### config.mk
export PLATFORM = sky130hd
export DESIGN_NAME = seq_mult_param_flat
export DESIGN_NICKNAME = d
export VERILOG_FILES = /design/src/rtl/seq_mult_param_if.sv /design/src/rtl/seq_mult_param.sv /design/src/flat_wrapper.sv
export SDC_FILE = /design/constraint.sdc
export NUM_CORES = 1
export LEC_CHECK = 0
export ABC_AREA = 1
export ABC_CLOCK_PERIOD_IN_PS = 3700
export CAP_MARGIN = 40
export CORE_MARGIN = 5
export CORE_UTILIZATION = 57
export DETAILED_ROUTE_END_ITERATION = 12
export HOLD_SLACK_MARGIN = 0.15
export PLACE_DENSITY_LB_ADDON = 0.08
export SLEW_MARGIN = 5
export SYNTH_ARGS = -nofsm -noshare
export SYNTH_HDL_FRONTEND = slang
export SYNTH_SLANG_ARGS = --single-unit
### constraint.sdc
create_clock -name clk -period 3.7 [get_ports clk]
set_input_delay 0.555 -clock clk [delete_from_list [all_inputs] [get_ports clk]]
set_output_delay 0.555 -clock clk [all_outputs]
set_load 0.05 [all_outputs]
### src/rtl/seq_mult_param_if.sv
// Handshake/bus bundle for seq_mult_param: start/operands from the controller,
// status, product and iteration count back from the multiplier.
//   master : controller side (drives start, a, b, signed_mode)
//   slave  : multiplier side (drives ready, busy, done, product, iter_cnt)
interface seq_mult_param_if #(
    parameter int WIDTH = 8
);
    localparam int CNT_W = $clog2(WIDTH + 1);

    logic                 start;
    logic [WIDTH-1:0]     a;
    logic [WIDTH-1:0]     b;
    logic                 signed_mode;
    logic                 ready;
    logic                 busy;
    logic                 done;
    logic [2*WIDTH-1:0]   product;
    logic [CNT_W-1:0]     iter_cnt;

    modport master (
        output start, a, b, signed_mode,
        input  ready, busy, done, product, iter_cnt
    );

    modport slave (
        input  start, a, b, signed_mode,
        output ready, busy, done, product, iter_cnt
    );
endinterface

### src/rtl/seq_mult_param.sv
// Sequential shift-add multiplier, WIDTH x WIDTH -> 2*WIDTH, signed/unsigned.
// Ports: clk, reset (sync, active-high), bus (seq_mult_param_if.slave):
//   start/a/b/signed_mode in; ready/busy/done/product/iter_cnt out.
// Optional macro SEQ_MULT_EARLY_EXIT_EN: finish as soon as the remaining
//   multiplier bits are all zero (1..WIDTH cycles instead of fixed WIDTH).
module seq_mult_param #(
    parameter int WIDTH = 8
) (
    input  logic              clk,
    input  logic              reset,
    seq_mult_param_if.slave   bus
);
    localparam int CNT_W = $clog2(WIDTH + 1);
    localparam int PW    = 2 * WIDTH;

    typedef enum logic [1:0] {
        S_IDLE,
        S_RUN,
        S_DONE
    } state_e;

    state_e             state_q, state_d;
    logic [WIDTH-1:0]   ma_q, ma_d;
    logic [WIDTH-1:0]   mb_q, mb_d;
    logic               neg_q, neg_d;
    logic [PW-1:0]      acc_q, acc_d;
    logic [PW-1:0]      prod_q, prod_d;
    logic [CNT_W-1:0]   cnt_q, cnt_d;

    logic [PW-1:0]      addend;
    logic [PW-1:0]      acc_nx;
    logic [WIDTH-1:0]   mb_nx;
    logic [CNT_W-1:0]   cnt_nx;
    logic               last;
    logic [WIDTH-1:0]   a_mag;
    logic [WIDTH-1:0]   b_mag;

    // Magnitudes stay WIDTH-bit unsigned: |-2^(WIDTH-1)| still fits.
    always_comb begin
        a_mag = bus.a;
        b_mag = bus.b;
        if (bus.signed_mode && bus.a[WIDTH-1]) a_mag = ~bus.a + 1'b1;
        if (bus.signed_mode && bus.b[WIDTH-1]) b_mag = ~bus.b + 1'b1;
    end

    always_comb begin
        state_d = state_q;
        ma_d    = ma_q;
        mb_d    = mb_q;
        neg_d   = neg_q;
        acc_d   = acc_q;
        prod_d  = prod_q;
        cnt_d   = cnt_q;

        addend = mb_q[0] ? (PW'(ma_q) << cnt_q) : '0;
        acc_nx = acc_q + addend;
        mb_nx  = mb_q >> 1;
        cnt_nx = cnt_q + 1'b1;
        last   = (cnt_nx == CNT_W'(WIDTH));
`ifdef SEQ_MULT_EARLY_EXIT_EN
        last   = last || (mb_nx == '0);
`else
`endif

        unique case (state_q)
            S_RUN: begin
                acc_d = acc_nx;
                mb_d  = mb_nx;
                cnt_d = cnt_nx;
                if (last) begin
                    state_d = S_DONE;
                    prod_d  = neg_q ? (-acc_nx) : acc_nx;
                end
            end
            default: begin
                // IDLE and DONE both accept; DONE falls back to IDLE otherwise.
                state_d = S_IDLE;
                if (bus.start) begin
                    state_d = S_RUN;
                    ma_d    = a_mag;
                    mb_d    = b_mag;
                    neg_d   = bus.signed_mode &
                              (bus.a[WIDTH-1] ^ bus.b[WIDTH-1]);
                    acc_d   = '0;
                    cnt_d   = '0;
                end
            end
        endcase
    end

    always_ff @(posedge clk) begin
        if (reset) begin
            state_q <= S_IDLE;
            ma_q    <= '0;
            mb_q    <= '0;
            neg_q   <= 1'b0;
            acc_q   <= '0;
            prod_q  <= '0;
            cnt_q   <= '0;
        end else begin
            state_q <= state_d;
            ma_q    <= ma_d;
            mb_q    <= mb_d;
            neg_q   <= neg_d;
            acc_q   <= acc_d;
            prod_q  <= prod_d;
            cnt_q   <= cnt_d;
        end
    end

    assign bus.busy     = (state_q == S_RUN);
    assign bus.ready    = (state_q != S_RUN);
    assign bus.done     = (state_q == S_DONE);
    assign bus.product  = prod_q;
    assign bus.iter_cnt = cnt_q;
endmodule

### src/flat_wrapper.sv
// flat-port wrapper written by rule: the top's interface ports become plain ports
module seq_mult_param_flat 
#(
    parameter int WIDTH = 8
)
  (clk, reset, bus_start, bus_a, bus_b, bus_signed_mode, bus_ready, bus_busy, bus_done, bus_product, bus_iter_cnt);
  seq_mult_param_if #(.WIDTH(WIDTH)) bus_i ();
  input  logic clk;
  input  logic reset;
  input wire logic [$bits(bus_i.start)-1:0] bus_start;
  input wire logic [$bits(bus_i.a)-1:0] bus_a;
  input wire logic [$bits(bus_i.b)-1:0] bus_b;
  input wire logic [$bits(bus_i.signed_mode)-1:0] bus_signed_mode;
  output wire logic [$bits(bus_i.ready)-1:0] bus_ready;
  output wire logic [$bits(bus_i.busy)-1:0] bus_busy;
  output wire logic [$bits(bus_i.done)-1:0] bus_done;
  output wire logic [$bits(bus_i.product)-1:0] bus_product;
  output wire logic [$bits(bus_i.iter_cnt)-1:0] bus_iter_cnt;
  assign bus_i.start = bus_start;
  assign bus_i.a = bus_a;
  assign bus_i.b = bus_b;
  assign bus_i.signed_mode = bus_signed_mode;
  assign bus_ready = bus_i.ready;
  assign bus_busy = bus_i.busy;
  assign bus_done = bus_i.done;
  assign bus_product = bus_i.product;
  assign bus_iter_cnt = bus_i.iter_cnt;
  seq_mult_param #(.WIDTH(WIDTH)) u_core (.clk(clk), .reset(reset), .bus(bus_i));
endmodule
==> flow_metrics.env <==
export IMPL_rows=30
export IMPL_total_leakage_power_nw=2.25
export IMPL_dieHeight_um=93.8
export IMPL_ir_drop_uv=150
export IMPL_overflow=0
export IMPL_mostFrequentLayoutCell="nand2_1"
export IMPL_place_congestion=1.02
export IMPL_critPathRequiredTime_ps=3920
export IMPL_clkTransAtPathRegs_ps=110
export IMPL_htree_levels=2
export IMPL_synthesis_area_mm2=0.00401
export IMPL_drive_above_1_share_pct=4.73
export IMPL_setup_tns_ps=0
export IMPL_synth_seq_cells=55
export IMPL_grt_use_total_pct=25.5
export IMPL_cts_tree="built"
export IMPL_dieArea_mm2=0.00881
export IMPL_clockRootBuffer="clkbuf_8"
export IMPL_p_per_area_mw_per_mm2=270
export IMPL_synth_top_family_by_area="simple AND/OR/NAND/NOR gates"
export IMPL_die_width_um=93.8
export IMPL_ys_types=38
export IMPL_synth_compound_area_share_pct=14.9
export IMPL_reg2reg_depth=18
export IMPL_cp_max_fo=8
export IMPL_numPortBuffers=42
export IMPL_area_growth_pct=14.9
export IMPL_ant_nets=0
export IMPL_synth_simple_area_share_pct=38.0
export IMPL_cts_made_buffers=5
export IMPL_synth_xor_area_share_pct=3.06
export IMPL_post_cts_buffers=0
export IMPL_grt_start_max_net_pins=22
export IMPL_cts_buffer_depth=2
export IMPL_layout_nets=737
export IMPL_route_detailed_drc=0
export IMPL_start_kind="register"
export IMPL_diodes=0
export IMPL_fmaxAchievable_mhz=302
export IMPL_min_from="u_core.bus.product[12]"
export IMPL_skew_ps=8.84
export IMPL_wl_mm=10.9
export IMPL_place_hpwl_mm=8.73
export IMPL_status="finished clean"
export IMPL_clk_latency_ps=330
export IMPL_io_pins=43
export IMPL_syn_avg_cell_area_um2=6.06
export IMPL_hold_class="reg2reg"
export IMPL_drt_wirelength_per_cell_um=13.7
export IMPL_min_period_ps=3310
export IMPL_synth_adder_area_share_pct=6.43
export IMPL_first_pass_iters=5
export IMPL_synthTopCellsByArea="dfxtp_1, nand2_1, inv_1, nand3_1, ha_1"
export IMPL_drtIter0Drc=175
export IMPL_worstMarginPinSlew_ps=650
export IMPL_crit_path_end_kind="register"
export IMPL_rsz0062_at_grt="no"
export IMPL_arrival_ps=3540
export IMPL_post_place_ws_ps=416
export IMPL_fin_crit_sh_pct=89.5
export IMPL_ys_warn_count=0
export IMPL_slew_viol_final=0
export IMPL_cap_violations=0
export IMPL_grt_pass1_wl_mm=18.2
export IMPL_synth_fp_nets=701
export IMPL_synth_top_area_share_pct=27.5
export IMPL_hold_viol=0
export IMPL_routed_via_density=5.37
export IMPL_r2r_start="u_core.bus.iter_cnt[3]"
export IMPL_relSlewSlack_pct=56.5
export IMPL_start_util_pct=58.6
export IMPL_setup_slack_ps=388
export IMPL_grt_pass1_vias=4075
export IMPL_synth_cells=661
export IMPL_synth_seq_area_share_pct=27.5
export IMPL_n_fill_cell=656
export IMPL_critPathLaunch="u_core.bus.iter_cnt[3]"
export IMPL_setup_viol=0
export IMPL_coreArea_mm2=0.00683
export IMPL_critical_path_class="reg2reg"
export IMPL_grt_antenna_before_repair=0
export IMPL_synthMuxAreaShare_pct=0
export IMPL_cts_sinks=55
export IMPL_synth_area_leader_cell="dfxtp_1"
export IMPL_mostFrequentLayoutCells="nand2_1, inv_1, dfxtp_1, nand3_1, a21oi_1"
export IMPL_vias=4263
export IMPL_hold_depth=2
-- what timing repair did --
action,4_1_cts,5_1_grt
hold buffers,0,0
endpoints found under the hold margin,0,0
gates resized for setup,0,1
setup endpoints to repair,0,2
-- critical path, stage by stage (launching register included) --
cell and delay [ps]:
dfxtp_1 400, inv_1 190, nand2_1 200, nor4_1 290, ha_1 290, fa_1 510, inv_1 110, ha_1 150
inv_1 50, nor2_1 180, nand3_2 100, nor2_2 130, nand3_2 110, nor2_4 110, nand3_1 110, nand2_1 80
nand2_1 50, nand3_1 80, nand2_1 60
-- cells by family (layout without fill, tap and decap cells) --
kind of cell               count (synthesis)  in the layout
DFF                                       55             55
adders and majority gates                 20             20
buffers and inverters                    105            142
xor gates and xnor gates                  14             14
AOI/OAI and AO/OA                        108            108
and+or+nand+nor                          359            359
-- cells in the mapped netlist (all sizes together) --
library cell / number
clkbuf: 10
nor2: 45
a21oi: 47
a31oi: 7
o21bai: 1
nor3: 7
nand4: 7
or2: 5
a41oi: 1
o22ai: 1
buf: 9
o21ai: 44
o221ai: 1
fa: 1
o32ai: 2
o31ai: 3
xnor2: 2
nand2: 234
ha: 19
dfxtp: 55
xor2: 12
nor4: 1
nand3: 55
o211ai: 1
nand3b: 3
and2: 2
inv: 86
-- state kept, by name, indices dropped and copies added, names as in the netlist --
register             count
u_core.acc_q            16
u_core.bus.iter_cnt      4
u_core.bus.product      16
u_core.ma_q              8
u_core.mb_q              8
u_core.neg_q             1
u_core.state_q           2
-- layout make-up --
type / count / area, um2 / share of cell area (%)
Sequential cell: 55 / 1100 / 23.9
Timing Repair Buffer: 48 / 465 / 10.1
Multi-Input combinational cell: 501 / 2500 / 54.3
Clock buffer: 5 / 68.8 / 1.49
Inverter: 86 / 323 / 7.01
Clock inverter: 3 / 23.8 / 0.516
Tap cell: 96 / 120 / 2.61
-- worst paths after layout --
check	endpoint	slack (ps)
hold reg to reg	u_core.bus.product[12]	460
setup / recovery	u_core.bus.product[12]	390
hold / removal	u_core.bus.product[12]	460
setup reg to reg	u_core.bus.product[12]	390
-- metal layers --
layer / up-vias / track usage [%] / share of wire, %
met1: 1926 / 30.0 / 43
met4: 0 / 11.6 / 3.4
li1: 2196 / - / -
met5: - / 0 / 0
met3: 30 / 3.77 / 4.9
met2: 111 / 45.2 / 48
-- power by group --
| group | internal [mW] | leakage, nW | switching [mW] | total, mW |
|---|---|---|---|---|
| Combinational | 0.0900 | 1.76 | 0.161 | 0.251 |
| Clock | 0.138 | 0.0461 | 0.228 | 0.366 |
| Sequential | 0.609 | 0.447 | 0.0184 | 0.628 |
| Total | 0.837 | 2.25 | 0.407 | 1.24 |
-- stage by stage --
step / hold slack [ps] / util (%) / area [um2] / total power, mW / cells
4_1_cts: 461 / 67.4 / 4600 / 1.24 / 794
3_3_place_gp: 438 / 65.9 / 4500 / 0.882 / 785
6_report: 461 / 67.4 / 4600 / 1.24 / 794
2_1_floorplan: 444 / - / 4010 / 0.810 / 661
5_1_grt: 489 / 67.4 / 4600 / 1.30 / 794
3_5_place_dp: 441 / 66.0 / 4510 / 0.888 / 786
No activity file was read; power rests on OpenSTA's default activity.
